`config.mk`:
```
export PLATFORM = sky130hd
export DESIGN_NAME = bomberman_keyboard_input_flat
export DESIGN_NICKNAME = d
export VERILOG_FILES = /design/src/rtl/bomberman_keyboard_input_if.sv /design/src/rtl/bomberman_keyboard_input.sv /design/src/flat_wrapper.sv
export SDC_FILE = /design/constraint.sdc
export NUM_CORES = 1
export LEC_CHECK = 0
export ABC_AREA = 1
export BUFFER_PORTS_ARGS = -buffer_cell sky130_fd_sc_hd__buf_2
export CORE_ASPECT_RATIO = 2
export CORE_UTILIZATION = 60
export DETAILED_ROUTE_END_ITERATION = 8
export PLACE_DENSITY_LB_ADDON = 0.12
export SYNTH_ARGS = -nofsm -noshare
export SYNTH_HDL_FRONTEND = slang
export SYNTH_SLANG_ARGS = --single-unit
```
`constraint.sdc`:
```
create_clock -name clock -period 2.19 [get_ports clock]
set_clock_uncertainty 0.05 [all_clocks]
set_input_delay 0.219 -clock clock [delete_from_list [all_inputs] [get_ports clock]]
set_output_delay 0.219 -clock clock [all_outputs]
set_load 0.02 [all_outputs]
```
`src/rtl/bomberman_keyboard_input_if.sv`:
```
// PS/2 pins in, per-player game controls and scan-code status out.
interface bomberman_keyboard_input_if;
    logic       ps2_clk;
    logic       ps2_dat;
    logic       p1_xmov;
    logic       p1_xdir;
    logic       p1_ymov;
    logic       p1_ydir;
    logic       p2_xmov;
    logic       p2_xdir;
    logic       p2_ymov;
    logic       p2_ydir;
    logic       p1_bomb;
    logic       p2_bomb;
    logic [7:0] scan_code;
    logic       scan_valid;
    logic       frame_error;

    // Keyboard side: drives the raw pins, observes decoded controls.
    modport master (
        output ps2_clk, ps2_dat,
        input  p1_xmov, p1_xdir, p1_ymov, p1_ydir,
        input  p2_xmov, p2_xdir, p2_ymov, p2_ydir,
        input  p1_bomb, p2_bomb, scan_code, scan_valid, frame_error
    );

    // Decoder side.
    modport slave (
        input  ps2_clk, ps2_dat,
        output p1_xmov, p1_xdir, p1_ymov, p1_ydir,
        output p2_xmov, p2_xdir, p2_ymov, p2_ydir,
        output p1_bomb, p2_bomb, scan_code, scan_valid, frame_error
    );
endinterface

```
`src/rtl/bomberman_keyboard_input.sv`:
```
// PS/2 keyboard decoder: frames 11-bit packets, tracks make/break state of ten
// game keys and resolves them into registered movement levels and bomb pulses.
module bomberman_keyboard_input #(
    parameter int unsigned TIMEOUT_CYCLES = 50000
) (
    input logic                        clock,
    input logic                        reset,
    bomberman_keyboard_input_if.slave  kb
);

    localparam int unsigned WdogWidth = $clog2(TIMEOUT_CYCLES + 1);

    // Held-key bit positions.
    localparam logic [3:0] KeyP1Up    = 4'd0;
    localparam logic [3:0] KeyP1Down  = 4'd1;
    localparam logic [3:0] KeyP1Left  = 4'd2;
    localparam logic [3:0] KeyP1Right = 4'd3;
    localparam logic [3:0] KeyP1Bomb  = 4'd4;
    localparam logic [3:0] KeyP2Bomb  = 4'd5;
    localparam logic [3:0] KeyP2Up    = 4'd6;
    localparam logic [3:0] KeyP2Down  = 4'd7;
    localparam logic [3:0] KeyP2Left  = 4'd8;
    localparam logic [3:0] KeyP2Right = 4'd9;

    typedef enum logic [1:0] {StIdle, StRecv, StCheck} state_e;

    logic [2:0]           clk_sync_q;
    logic [1:0]           dat_sync_q;
    logic                 fall;
    logic                 dat_s;
    logic                 timeout;

    state_e               state_q;
    logic [3:0]           bit_cnt_q;
    logic [8:0]           shift_q;
    logic [WdogWidth-1:0] wdog_q;
    logic [7:0]           scan_code_q;
    logic                 scan_valid_q;
    logic                 frame_error_q;

    logic [9:0]           held_q, held_d;
    logic                 ext_q, ext_d;
    logic                 brk_q, brk_d;
    logic                 key_hit;
    logic [3:0]           key_idx;
    logic                 p1_bomb_d, p2_bomb_d;
    logic                 p1_bomb_q, p2_bomb_q;
    logic [3:0]           p1_mov_q, p2_mov_q;

    // Two-flop synchronisers; third ps2_clk flop provides the edge history.
    always_ff @(posedge clock or posedge reset) begin
        if (reset) begin
            clk_sync_q <= '0;
            dat_sync_q <= '0;
        end else begin
            clk_sync_q <= {clk_sync_q[1:0], kb.ps2_clk};
            dat_sync_q <= {dat_sync_q[0], kb.ps2_dat};
        end
    end

    assign fall    = clk_sync_q[2] & ~clk_sync_q[1];
    assign dat_s   = dat_sync_q[1];
    assign timeout = (state_q == StRecv) && !fall && (wdog_q >= WdogWidth'(TIMEOUT_CYCLES));

    // Frame receiver with watchdog; the stop bit is judged on the 11th edge so the
    // result pulses are registered and coincide with the CHECK cycle.
    always_ff @(posedge clock or posedge reset) begin
        if (reset) begin
            state_q       <= StIdle;
            bit_cnt_q     <= '0;
            shift_q       <= '0;
            wdog_q        <= '0;
            scan_code_q   <= '0;
            scan_valid_q  <= 1'b0;
            frame_error_q <= 1'b0;
        end else begin
            scan_valid_q  <= 1'b0;
            frame_error_q <= 1'b0;
            case (state_q)
                StIdle: begin
                    wdog_q <= '0;
                    if (fall && !dat_s) begin
                        state_q   <= StRecv;
                        bit_cnt_q <= '0;
                    end
                end
                StRecv: begin
                    if (fall) begin
                        wdog_q <= '0;
                        if (bit_cnt_q == 4'd9) begin
                            // Odd parity over data+parity, stop bit must be high.
                            if ((^shift_q) && dat_s) begin
                                scan_code_q  <= shift_q[7:0];
                                scan_valid_q <= 1'b1;
                            end else begin
                                frame_error_q <= 1'b1;
                            end
                            state_q <= StCheck;
                        end else begin
                            shift_q   <= {dat_s, shift_q[8:1]};
                            bit_cnt_q <= bit_cnt_q + 4'd1;
                        end
                    end else if (timeout) begin
                        state_q <= StIdle;
                        wdog_q  <= '0;
                    end else begin
                        wdog_q <= wdog_q + WdogWidth'(1);
                    end
                end
                StCheck: state_q <= StIdle;
                default: state_q <= StIdle;
            endcase
        end
    end

    // Key map lookup and prefix/held-state next values for the byte in CHECK.
    always_comb begin
        held_d    = held_q;
        ext_d     = ext_q;
        brk_d     = brk_q;
        key_hit   = 1'b0;
        key_idx   = '0;
        p1_bomb_d = 1'b0;
        p2_bomb_d = 1'b0;
        case ({ext_q, scan_code_q})
            9'h01D: begin key_hit = 1'b1; key_idx = KeyP1Up;    end
            9'h01B: begin key_hit = 1'b1; key_idx = KeyP1Down;  end
            9'h01C: begin key_hit = 1'b1; key_idx = KeyP1Left;  end
            9'h023: begin key_hit = 1'b1; key_idx = KeyP1Right; end
            9'h029: begin key_hit = 1'b1; key_idx = KeyP1Bomb;  end
            9'h05A: begin key_hit = 1'b1; key_idx = KeyP2Bomb;  end
            9'h175: begin key_hit = 1'b1; key_idx = KeyP2Up;    end
            9'h172: begin key_hit = 1'b1; key_idx = KeyP2Down;  end
            9'h16B: begin key_hit = 1'b1; key_idx = KeyP2Left;  end
            9'h174: begin key_hit = 1'b1; key_idx = KeyP2Right; end
            default: ;
        endcase
        if (timeout || (state_q == StCheck && frame_error_q)) begin
            ext_d = 1'b0;
            brk_d = 1'b0;
        end else if (state_q == StCheck && scan_valid_q) begin
            if (scan_code_q == 8'hE0) begin
                ext_d = 1'b1;
            end else if (scan_code_q == 8'hF0) begin
                brk_d = 1'b1;
            end else begin
                if (key_hit) begin
                    held_d[key_idx] = ~brk_q;
                    // Only a fresh press fires; typematic repeats find the bit already set.
                    p1_bomb_d = !brk_q && !held_q[key_idx] && (key_idx == KeyP1Bomb);
                    p2_bomb_d = !brk_q && !held_q[key_idx] && (key_idx == KeyP2Bomb);
                end
                ext_d = 1'b0;
                brk_d = 1'b0;
            end
        end
    end

    // Key state and registered control outputs ({xmov, xdir, ymov, ydir}).
    always_ff @(posedge clock or posedge reset) begin
        if (reset) begin
            held_q    <= '0;
            ext_q     <= 1'b0;
            brk_q     <= 1'b0;
            p1_bomb_q <= 1'b0;
            p2_bomb_q <= 1'b0;
            p1_mov_q  <= '0;
            p2_mov_q  <= '0;
        end else begin
            held_q    <= held_d;
            ext_q     <= ext_d;
            brk_q     <= brk_d;
            p1_bomb_q <= p1_bomb_d;
            p2_bomb_q <= p2_bomb_d;
            p1_mov_q  <= {held_d[KeyP1Left] ^ held_d[KeyP1Right],
                          held_d[KeyP1Right] & ~held_d[KeyP1Left],
                          held_d[KeyP1Up] ^ held_d[KeyP1Down],
                          held_d[KeyP1Down] & ~held_d[KeyP1Up]};
            p2_mov_q  <= {held_d[KeyP2Left] ^ held_d[KeyP2Right],
                          held_d[KeyP2Right] & ~held_d[KeyP2Left],
                          held_d[KeyP2Up] ^ held_d[KeyP2Down],
                          held_d[KeyP2Down] & ~held_d[KeyP2Up]};
        end
    end

    assign kb.p1_xmov     = p1_mov_q[3];
    assign kb.p1_xdir     = p1_mov_q[2];
    assign kb.p1_ymov     = p1_mov_q[1];
    assign kb.p1_ydir     = p1_mov_q[0];
    assign kb.p2_xmov     = p2_mov_q[3];
    assign kb.p2_xdir     = p2_mov_q[2];
    assign kb.p2_ymov     = p2_mov_q[1];
    assign kb.p2_ydir     = p2_mov_q[0];
    assign kb.p1_bomb     = p1_bomb_q;
    assign kb.p2_bomb     = p2_bomb_q;
    assign kb.scan_code   = scan_code_q;
    assign kb.scan_valid  = scan_valid_q;
    assign kb.frame_error = frame_error_q;

endmodule

```
`src/flat_wrapper.sv`:
```
// flat-port wrapper written by rule: the top's interface ports become plain ports
module bomberman_keyboard_input_flat 
#(
    parameter int unsigned TIMEOUT_CYCLES = 50000
)
  (clock, reset, kb_ps2_clk, kb_ps2_dat, kb_p1_xmov, kb_p1_xdir, kb_p1_ymov, kb_p1_ydir, kb_p2_xmov, kb_p2_xdir, kb_p2_ymov, kb_p2_ydir, kb_p1_bomb, kb_p2_bomb, kb_scan_code, kb_scan_valid, kb_frame_error);
  bomberman_keyboard_input_if kb_i ();
  input logic clock;
  input logic reset;
  input wire logic [$bits(kb_i.ps2_clk)-1:0] kb_ps2_clk;
  input wire logic [$bits(kb_i.ps2_dat)-1:0] kb_ps2_dat;
  output wire logic [$bits(kb_i.p1_xmov)-1:0] kb_p1_xmov;
  output wire logic [$bits(kb_i.p1_xdir)-1:0] kb_p1_xdir;
  output wire logic [$bits(kb_i.p1_ymov)-1:0] kb_p1_ymov;
  output wire logic [$bits(kb_i.p1_ydir)-1:0] kb_p1_ydir;
  output wire logic [$bits(kb_i.p2_xmov)-1:0] kb_p2_xmov;
  output wire logic [$bits(kb_i.p2_xdir)-1:0] kb_p2_xdir;
  output wire logic [$bits(kb_i.p2_ymov)-1:0] kb_p2_ymov;
  output wire logic [$bits(kb_i.p2_ydir)-1:0] kb_p2_ydir;
  output wire logic [$bits(kb_i.p1_bomb)-1:0] kb_p1_bomb;
  output wire logic [$bits(kb_i.p2_bomb)-1:0] kb_p2_bomb;
  output wire logic [$bits(kb_i.scan_code)-1:0] kb_scan_code;
  output wire logic [$bits(kb_i.scan_valid)-1:0] kb_scan_valid;
  output wire logic [$bits(kb_i.frame_error)-1:0] kb_frame_error;
  assign kb_i.ps2_clk = kb_ps2_clk;
  assign kb_i.ps2_dat = kb_ps2_dat;
  assign kb_p1_xmov = kb_i.p1_xmov;
  assign kb_p1_xdir = kb_i.p1_xdir;
  assign kb_p1_ymov = kb_i.p1_ymov;
  assign kb_p1_ydir = kb_i.p1_ydir;
  assign kb_p2_xmov = kb_i.p2_xmov;
  assign kb_p2_xdir = kb_i.p2_xdir;
  assign kb_p2_ymov = kb_i.p2_ymov;
  assign kb_p2_ydir = kb_i.p2_ydir;
  assign kb_p1_bomb = kb_i.p1_bomb;
  assign kb_p2_bomb = kb_i.p2_bomb;
  assign kb_scan_code = kb_i.scan_code;
  assign kb_scan_valid = kb_i.scan_valid;
  assign kb_frame_error = kb_i.frame_error;
  bomberman_keyboard_input #(.TIMEOUT_CYCLES(TIMEOUT_CYCLES)) u_core (.clock(clock), .reset(reset), .kb(kb_i));
endmodule
```
Word level (Yosys, flattened, before mapping). Index checks and enable logic that the tools add are counted.

Input bits: 4. Register bits after elaboration: 68. Word-level logic and storage cells: 142. Output and inout bits: 20.

Reductions and logical operators: 27. Muxes and demuxes: 50. $add $sub $neg: 2. Bitwise operators: 19. Equal/unequal tests: 24. $lt $le $gt $ge: 3.

Operators with widths (count): 10-bit 2-to-1 mux (5); 9-bit equality test, second input constant (4); 4-bit one-hot mux with 9 select lines (1); 16-bit 2-to-1 mux (2); 16-bit one-hot mux with 2 select lines (1); 1-bit 2-to-1 mux (29); 9-bit by 5-bit equality test with 1-bit output, second input constant (3); 9-bit by 6-bit equality test with 1-bit output, second input constant (2); 16-bit by 1-bit adder with 16-bit output, second input constant (1); 8-bit equality test, second input constant (2); 16-bit greater-or-equal comparator, second input constant (1); 4-bit 2-to-1 mux (3); 10-bit bitwise mux (1); 1-bit logical AND (10); 1-bit inverter (10); 10-bit OR reduction (1); 9-bit by 7-bit equality test with 1-bit output, second input constant (1); 9-bit parity (1); 4-bit by 3-bit equality test with 1-bit output, second input constant (2); 2-bit 2-to-1 mux (4); 4-bit one-hot mux with 2 select lines (1); 4-bit AND reduction (2); 2-bit by 1-bit inequality test with 1-bit output, second input constant (3); 3-bit by 1-bit inequality test with 1-bit output, second input constant (2); 20 further kinds (33).

Logic depth before layout (Yosys ltp). Gate-level depths: netlist of run 1.

Depth in word-level cells: 14. Mapped depth: 15. Gate-level depth less buffers: 14.

Worst setup path after synthesis of run 1. OpenSTA, ideal clock, no wires.

Path type: register to register. Start: register u_core.scan_code_q[0], in the netlist u_core.kb.scan_code[0]. End: register u_core.p2_mov_q[3]. Setup time: 0.113 ns. Path buffers: 0. Stages on the path, launching flop included: 14. Required time: 2.027 ns. Arrival time: 1.943 ns. Clock period less this slack: 2.106 ns. Slack: 0.084 ns. Cells stage by stage: dfrtp_1 -> inv_1 -> nand2_1 -> nor2_1 -> nand3_1 -> nand2_1 -> nor2_1 -> inv_1 -> nor2_1 -> nand4_1 -> nor2_1 -> a21oi_1 -> ha_1 -> inv_1.

Word-level cells in the longest chain between the ends: 13. Elaborated cells between the ends (all ways): 27. Classes of those cells: order compare (2); eq/ne (12); mux (10); bitwise (1); reduce/logical (2).

RTL lines: from (decl) (line bomberman_keyboard_input.sv:37) `logic [7:0] scan_code_q;`; from (signal assigned) (line bomberman_keyboard_input.sv:93) `scan_code_q <= shift_q[7:0];`; 9-bit equality test (tied with other cells) (line bomberman_keyboard_input.sv:125) `case ({ext_q, scan_code_q})`; 4-bit one-hot mux with 9 select lines (line bomberman_keyboard_input.sv:125); 4-bit by 5-bit less-than comparator with 1-bit output (implied by the code) or 4-bit by 1-bit greater-or-equal comparator with 1-bit output (tied branches) (line bomberman_keyboard_input.sv:148) `held_d[key_idx] = ~brk_q;`; 1-bit logical AND (implied by the code) (line bomberman_keyboard_input.sv:148); 1-bit 2-to-1 mux (implied by the code) (line bomberman_keyboard_input.sv:148); 1-bit demux with 4-bit select; 10-bit bitwise mux (line bomberman_keyboard_input.sv:148); 10-bit 2-to-1 mux (line bomberman_keyboard_input.sv:147) `if (key_hit) begin`; 10-bit 2-to-1 mux (line bomberman_keyboard_input.sv:144) `end else if (scan_code_q == 8'hF0) begin`; 10-bit 2-to-1 mux * (line bomberman_keyboard_input.sv:142) `if (scan_code_q == 8'hE0) begin`; 10-bit 2-to-1 mux * (line bomberman_keyboard_input.sv:141) `end else if (state_q == StCheck && scan_valid_q) begin`; 10-bit 2-to-1 mux * (line bomberman_keyboard_input.sv:138) `if (timeout || (state_q == StCheck && frame_error_q)) begin`; net u_core.held_d[9] (line bomberman_keyboard_input.sv:41) `logic [9:0] held_q, held_d;`; 1-bit bitwise XOR * (line bomberman_keyboard_input.sv:179) `p2_mov_q <= {held_d[KeyP2Left] ^ held_d[KeyP2Right],`; to (signal assigned) (line bomberman_keyboard_input.sv:179); to (decl) (line bomberman_keyboard_input.sv:48) `logic [3:0] p1_mov_q, p2_mov_q;`.

Mark *: on every way through the listed nets, which the timed path passes. The rest lies on a longest branch. A chain may end at the register's enable or synchronous reset.

Worst setup path in the final report of run 1.
Start: register u_core.scan_code_q[2], in the netlist u_core.kb.scan_code[2]. End: register u_core.p2_mov_q[3].

Same word-level chain as after synthesis.

==> results.ini, run 1 <==
[floorplanning]
ioPinCount=24
start_util_pct=62.8
die_x_microns=55.7
die_h_microns=109
dieArea_sq_um=6100
num_rows=38
fp.coreArea_sq_um=5520

[finish]
design_area_sq_um=4180
instances_no_fill=553
utilization_pct=75.7
diodes=0
final_nets=501
drive_gt1_share_pct=22.7
n_fill_cell=414
areaGrowthSynthToFinish_pct=20.5

[placed_design]
place_inst=528
dp_slack_ps=34.8
placed_area_sq_um=3790
gp_congestion=1.02
port-buffer-count=23
dp_hpwl_mm=5.61

[timing]
fin_ws_ps=120
finalSetupViolCount=0
finalHoldViolCount=0
fin_crit_ps=2070
max_freq_mhz=483
drv_slew=0
max_slew_margin_pct=70.6
max_slew.worst_pin.slew_ps=439
period_share_pct=94.5
worst_hold_slack_ps=285

[clock_tree]
cts-buffers-inserted=9
htreeDepth=3
clock_sinks=68
cts.clk_slew.worst_paths_ps=70
clock_latency_ps=340
root_buffer=clkbuf_8
clk_path_buf_depth=2
cts_tree=done

[min_path]
hp-class=reg -> reg
hold_depth=0

[worst_setup_path]
worstPathRequired_ps=2380
crit_path_start_kind=flop
regToRegSetupSlack_ps=120
criticalPathCategory=reg -> reg
ff2ff_path_depth=12
cp-end-kind=flop
crit_path_max_fanout=6
cp.arrival_ps=2260

[status]
status=completed

[power_and_ir_drop]
power.density_nw_per_um2=842
ir_drop_v=0.00110
power_leakage_uw=0.00214

[yosys]
syn_area_per_cell_sq_um=8.02
synth_most_common_cell=nand2_1
synthAdderAreaFrac_pct=2.89
synth_mux_area_share_pct=2.27
yosys.area.top_type=dfrtp_1
synthSimpleGateAreaFrac_pct=27.4
ys.flop_type=dfrtp_1
ys_types=29
ys_top_cells_by_area=dfrtp_1 49%, nand2_1 12%, inv_1 6.4%
synth-seq-cells=68
synth_warnings=0
synth_common_cells=108 x nand2_1, 68 x dfrtp_1, 59 x inv_1, 56 x nor2_1, 30 x nand3_1
synth_top_area_share_pct=49.1
synth_xor_area_share_pct=4.01
ys_seq_area_share_pct=49.1
synth-compound-area-share_pct=7.04
synthCells=432
synth_top_family_by_area=simple AND/OR/NAND/NOR gates
async_reset_ff_share_pct=100
synthesis.area_sq_um=3470
synth_edf_count=0
syn_nets=444

[routing]
drt_first_iter_violations=95
ant_nets=0
drt-vias-per-instance=5.47
vias=3024
firstDrtPassIters=4
wl_mm=7.65
post_drt_wl_per_cell_microns=13.8
drcViolationCount=0

[grt]
first_global_vias=2975
grt_pass1_wl_mm=12.6
gr-total-overflow=0
grtUsageTotal_pct=27.3
antenna_found_initial=0
grt_start_max_net_pins=50

[job]
cap_violations=0

[per-layer routing]
layer  GRT usage [%]  vias to the layer above  routed length, microns
met5               0                        -                       0
met4            17.9                        0                     475
met3            5.65                       36                     198
met2            53.3                       55                    4310
met1            24.6                     1437                    2660
li1                -                     1496                       -
[worst paths after layout]
check / from / end
max: u_core.kb.scan_code[2] / u_core.p2_mov_q[3]
min: u_core.dat_sync_q[0] / u_core.dat_sync_q[1]
max reg2reg: u_core.kb.scan_code[2] / u_core.p2_mov_q[3]
min reg2reg: u_core.dat_sync_q[0] / u_core.dat_sync_q[1]
max in group asynchronous: reset / u_core.wdog_q[4]
min in group asynchronous: reset / u_core.p1_mov_q[3]
[layout by cell type (no fill, tap or decap), types with 7 or more instances in the layout]
cell	count
a21oi_1	9
buf_2	23
buf_4	26
clkbuf_8	10
dfrtp_1	61
dfrtp_2	7
ha_1	8
inv_1	55
mux2_2	7
nand2_1	98
nand2_2	10
nand3_1	25
nand4_1	13
nor2_1	44
nor2_2	8
o21ai_0	25
xnor2_1	7
xor2_1	7
[what timing repair did]
action	CTS	global route
setup endpoints to repair	0	10
setup buffers	0	7
hold buffers	3	0
resized for setup	0	44
endpoints found under the hold margin	21	0
[flip-flops by register name (all words and copies together), names as in the netlist, named ones only]
name and cells:
u_core.bit_cnt_q 4, u_core.brk_q 1, u_core.clk_sync_q 3, u_core.dat_sync_q 2
u_core.ext_q 1, u_core.held_q 8, u_core.kb.frame_error 1, u_core.kb.p1_bomb 1
u_core.kb.p2_bomb 1, u_core.kb.scan_code 8, u_core.kb.scan_valid 1, u_core.p1_mov_q 4
u_core.p2_mov_q 4, u_core.shift_q 9, u_core.state_q 2, u_core.wdog_q 16
[worst max-delay path, cell delays in order, from the launching register on]
cell and delay [ps]:
dfrtp_2 460, inv_1 90, nand2_2 90, nor2_1 130, nand3_1 130, nand2_1 130
nor2_2 70, nor2_2 120, nand4_1 180, nor2_2 160, a21oi_2 50, ha_1 270
inv_1 30
[where the power goes]
part / internal [uW] / total [uW] / switching [uW]
logic: 429 / 1000 / 573
clock network: 551 / 984 / 434
registers: 1390 / 1530 / 136
total: 2370 / 3520 / 1140
[kinds of logic (layout without fill, tap and decap cells)]
family | after synthesis | count (layout)
adder cells (fa/ha/maj) | 8 | 8
XOR/XNOR | 15 | 15
AND/OR/NAND/NOR | 222 | 222
buffers and inverters | 67 | 128
AO/OA/AOI/OAI | 45 | 45
flip-flops | 68 | 68
multiplexers | 7 | 7
[stage by stage]
step | total power (uW) | setup TNS (ps)
detailed placement | 2540 | 0
CTS | 3530 | 0
global placement | 2510 | 0
finish | 3520 | 0
floorplan | 2240 | 0
global route | 3740 | -36.0
[area by class of cell]
type | count | area [sq um] | area share [%]
Tap cell | 60 | 75.1 | 1.80
Clock inverter | 2 | 35.0 | 0.839
Multi-Input combinational cell | 297 | 1620 | 38.8
Timing Repair Buffer | 53 | 360 | 8.63
Clock buffer | 13 | 149 | 3.57
Sequential cell | 68 | 1710 | 41.0
Inverter | 60 | 225 | 5.39
Power figures use the tool's default switching activity.
==> run 2, diff against run 1 <==
--- a/config.mk
+++ b/config.mk
@@ -10,7 +10,9 @@
 export CORE_ASPECT_RATIO = 2
 export CORE_UTILIZATION = 60
 export DETAILED_ROUTE_END_ITERATION = 8
+export MAX_ROUTING_LAYER = met4
 export PLACE_DENSITY_LB_ADDON = 0.12
 export SYNTH_ARGS = -nofsm -noshare
 export SYNTH_HDL_FRONTEND = slang
 export SYNTH_SLANG_ARGS = --single-unit
+export TNS_END_PERCENT = 50
==> run 2 against run 1 <==
Against the previous run:
- final area shrank 2.2%
- largest power group unchanged
- total power down 3.4%
- worst hold slack improved by 4.9 ps
- die area unchanged
- clock-buffer cell count fell by 2
- non-clock buffer count is 3 lower
- clock power down 10%
- sequential cell count did not move
- critical endpoint is now u_core.kb.p1_bomb
- global-route usage rose by 0.17 points
==> results.ini, run 2 (same netlist as run 1, synthesis figures left out) <==
[status]
status=completed

[min_path]
hp-class=reg -> reg

[power_and_ir_drop]
p_sw_share_pct=33.8
ir_drop_v=0.000768
pwr-share-comb_pct=29.0
clkPwrFrac_pct=25.9
p_switching_uw=1150
p_total_uw=3400
seqPwrFrac_pct=45.1
power_leakage_uw=0.00213
internal_power_uw=2250
power.density_nw_per_um2=832

[finish]
areaGrowthSynthToFinish_pct=17.8
mostFrequentLayoutCell=nand2_1
multi_input_area_sq_um=1570
top_register=u_core.wdog_q
final_nets=498
final_cell_mix=107 x nand2_1, 64 x dfrtp_1, 58 x inv_1
diodes=0
regArea_sq_um=1710
n_fill_cell=433
drive_gt1_share_pct=18.3
largest_register_ffs=16
reg.largest.list=u_core.wdog_q: 16 flops, u_core.shift_q: 9 flops
utilization_pct=74.0

[floorplanning]
start_util_pct=62.8
die_x_microns=55.7
ioPinCount=24
num_rows=38
fp.coreArea_sq_um=5520
dieArea_sq_um=6100
die_h_microns=109

[timing]
max_slew.worst_pin.slew_ps=444
max_slew_margin_pct=70.4
period_share_pct=93.5
grt_setup_unrepaired=yes
max_freq_mhz=489
fin_crit_ps=2050
finalHoldViolCount=0
worst_hold_slack_ps=290
finalSetupViolCount=0
final.setup.tns_ps=0
drv_slew=0
fin_ws_ps=143

[clock_tree]
cts_tree=done
cts-buffers-inserted=9
htreeDepth=3
clock_latency_ps=340
root_buffer=clkbuf_8
clk_path_buf_depth=2
clock_sinks=68
cts.clk_slew.worst_paths_ps=70

[routing]
firstDrtPassIters=4
vias=2966
drt-vias-per-instance=5.38
drt_first_iter_violations=209
drcViolationCount=0
ant_nets=0
wl_mm=7.38
post_drt_wl_per_cell_microns=13.4

[grt]
first_global_vias=2890
grtUsageTotal_pct=27.5
grt_start_max_net_pins=50
antenna_found_initial=0
gr-total-overflow=0
grt_pass1_wl_mm=12.3

[placed_design]
gp_congestion=1.03
port-buffer-count=23
dp_slack_ps=43.8
dp_hpwl_mm=5.63

[worst_setup_path]
worstPathRequired_ps=2410
cp.arrival_ps=2270
crit_path_max_fanout=5
criticalPathCategory=reg -> reg
crit_path_start_kind=flop
cp-end-kind=flop

[job]
cap_violations=0

run 2: area by class of cell:
class / count / share of cell area (%)
clock buffers: 11 / 3.46
clock inverters: 5 / 0.674
inverters: 60 / 5.52
multi-input cells: 297 / 38.4
flip-flops and latches: 68 / 41.8
well taps: 60 / 1.84
repair buffers: 50 / 8.27
run 2: power by group through the flow:
stage               Clock [uW]  Combinational, uW  Sequential [uW]
finish                     881                984             1530
global placement             0                962             1540
detailed placement           0                990             1550
CTS                        905                996             1530
floorplan                    0                713             1530
global route               944               1100             1560
run 2: worst max-delay path: stages, from the launching register on:
cell	delay [ps]
dfrtp_1	420
inv_1	70
nand2_1	130
nor2_4	170
nand3_1	150
nand2_1	140
nor2_2	50
buf_4	130
buf_4	130
nand3_1	70
nand2_1	60
a21oi_1	150
nand3_1	140
nor2_1	120
run 2: timing repair:
action / 4_1_cts / 5_1_grt
buffers inserted: 0 / 4
endpoints found under the setup margin: 0 / 9
resized for setup: 0 / 23
endpoints found under the hold margin: 21 / 0
hold buffers: 3 / 0
run 2: through the flow:
step / cells / instance area, sq um
final: 551 / 4080
after global placement: 528 / 3790
after global routing: 551 / 4080
after CTS: 547 / 3990
after floorplan: 432 / 3470
after detailed placement: 528 / 3790
run 2: metal layers:
metal	up-vias	GRT usage, %	wire length [microns]
met5	-	-	0
met4	0	17.0	388
met3	35	5.88	291
met2	73	51.5	4220
met1	1368	24.6	2480
li1	1490	-	-
run 2: final timing paths:
path	start	slack, ps	cells after the start	end
hold reg to reg	u_core.dat_sync_q[0]	290	0	u_core.dat_sync_q[1]
setup reg to reg	u_core.kb.scan_code[6]	140	13	u_core.kb.p1_bomb
hold / removal	u_core.dat_sync_q[0]	290	0	u_core.dat_sync_q[1]
setup / recovery	u_core.kb.scan_code[6]	140	13	u_core.kb.p1_bomb
min in group asynchronous	reset	380	3	u_core.p1_mov_q[3]
max in group asynchronous	reset	1090	4	u_core.kb.scan_code[0]
==> run 3, diff against run 2 <==
--- a/config.mk
+++ b/config.mk
@@ -12,6 +12,7 @@
 export DETAILED_ROUTE_END_ITERATION = 8
 export MAX_ROUTING_LAYER = met4
 export PLACE_DENSITY_LB_ADDON = 0.12
+export SETUP_SLACK_MARGIN = 0.15
 export SYNTH_ARGS = -nofsm -noshare
 export SYNTH_HDL_FRONTEND = slang
 export SYNTH_SLANG_ARGS = --single-unit
==> run 3 against run 2 <==
Against the previous run:
- critical path depth down 1
- final area up 6.9%
- global-route usage up 1.8 points
- critical endpoint is now u_core.p2_mov_q[3]
- largest power group unchanged
==> results.ini, run 3 (same netlist as run 1, synthesis figures left out) <==
[status]
status=completed

[timing]
grt_setup_unrepaired=yes
max_slew.worst_pin.slew_ps=463
finalHoldViolCount=0
finalSetupViolCount=0
fin_ws_ps=123
fin_crit_ps=2070
drv_slew=0
max_slew_margin_pct=69.1
max_freq_mhz=484
period_share_pct=94.4

[worst_setup_path]
criticalPathCategory=reg -> reg
cp-end-kind=flop
cp.arrival_ps=2250
crit_path_max_fanout=6
crit_path_start_kind=flop
worstPathRequired_ps=2370

[floorplanning]
die_h_microns=109
ioPinCount=24
dieArea_sq_um=6100
die_x_microns=55.7
fp.coreArea_sq_um=5520
start_util_pct=62.8
num_rows=38

[finish]
reg.largest.list=u_core.wdog_q: 16 flops, u_core.shift_q: 9 flops
design_area_sq_um=4360
drive_gt1_share_pct=28.8
utilization_pct=79.1
instances_no_fill=567
top_register=u_core.wdog_q
final_nets=515
final_cell_mix=93 x nand2_1, 64 x dfrtp_1, 51 x inv_1
areaGrowthSynthToFinish_pct=25.9
mostFrequentLayoutCell=nand2_1
diodes=0
largest_register_ffs=16

[clock_tree]
cts-buffers-inserted=9
cts_tree=done
htreeDepth=3
root_buffer=clkbuf_8
clock_latency_ps=340
cts.clk_slew.worst_paths_ps=60
clock_sinks=68
clk_path_buf_depth=2

[grt]
first_global_vias=3070
antenna_found_initial=0
grt_start_max_net_pins=69
gr-total-overflow=0
grt_pass1_wl_mm=13.1
grtUsageTotal_pct=29.2

[placed_design]
port-buffer-count=23
place_inst=532
dp_slack_ps=-36.8
dp_hpwl_mm=5.89
gp_congestion=0.920
placed_area_sq_um=3830

[routing]
drt-vias-per-instance=5.49
ant_nets=0
vias=3113
drt_first_iter_violations=141
post_drt_wl_per_cell_microns=14.3
firstDrtPassIters=4
wl_mm=8.13
drcViolationCount=0

[power_and_ir_drop]
power.density_nw_per_um2=837
ir_drop_v=0.00112
p_total_uw=3650
power_leakage_uw=0.00223

[min_path]
hp-class=reg -> reg

[job]
cap_violations=0

run 3: cell count changes in the layout (fill, tap and decap cells not counted), sizes merged:
cell	change
bufinv	+1
clkbuf	+2
inv	-1
buf	+17
clkinv	-3
run 3: routing by layer:
metal,global-route usage (%),vias up,part of all wire (%)
li1,-,1528,-
met1,24.1,1465,33
met2,58.1,81,59
met3,4.82,39,3.0
met4,18.0,0,5.0
met5,-,-,0
run 3: path summary, 6_finish.rpt:
check | startpoint | end | slack (ps) | depth (start not counted)
max in group asynchronous | reset | u_core.kb.scan_code[3] | 1310 | 4
max reg2reg | u_core.kb.scan_code[2] | u_core.p2_mov_q[3] | 120 | 12
min in group asynchronous | reset | u_core.shift_q[4] | 480 | 4
min | u_core.dat_sync_q[0] | u_core.dat_sync_q[1] | 330 | 0
min reg2reg | u_core.dat_sync_q[0] | u_core.dat_sync_q[1] | 330 | 0
max | u_core.kb.scan_code[2] | u_core.p2_mov_q[3] | 120 | 12
run 3: repair_timing:
item | in CTS | in global routing
gates resized for setup | 32 | 43
hold buffers | 3 | 0
setup buffers | 9 | 8
pin swaps | 10 | 21
endpoints found under the hold margin | 70 | 0
endpoints found under the setup margin | 6 | 25
run 3: area by class of cell:
class                   instances  area, sq um
flip-flops and latches         68         1710
multi-input cells             297         1700
fillers                       389         1150
repair buffers                 67          473
inverters                      60          229
clock buffers                  13          149
well taps                      60         75.1
clock inverters                 2         35.0
run 3: per-stage QoR:
step | hold slack, ps | setup TNS [ps]
after floorplan | 200 | 0
final | 334 | 0
after detailed placement | 279 | -36.8
after CTS | 344 | 0
after global routing | 340 | 0
after global placement | 277 | -28.0
run 3: critical path, stage by stage, from the launching register on:
cell and delay (ps):
dfrtp_2 450, nor2_4 140, buf_4 120, buf_4 100
nand3_2 90, nand3_2 130, nor2_4 60, nor2_2 130
nand4_1 200, nor2_2 150, a21oi_2 50, ha_1 270
inv_1 30
run 3: where the power goes:
part	total, uW	switching (uW)	internal [uW]
clock	972	422	550
combinational	1140	622	518
sequential	1540	146	1390
total	3650	1190	2460
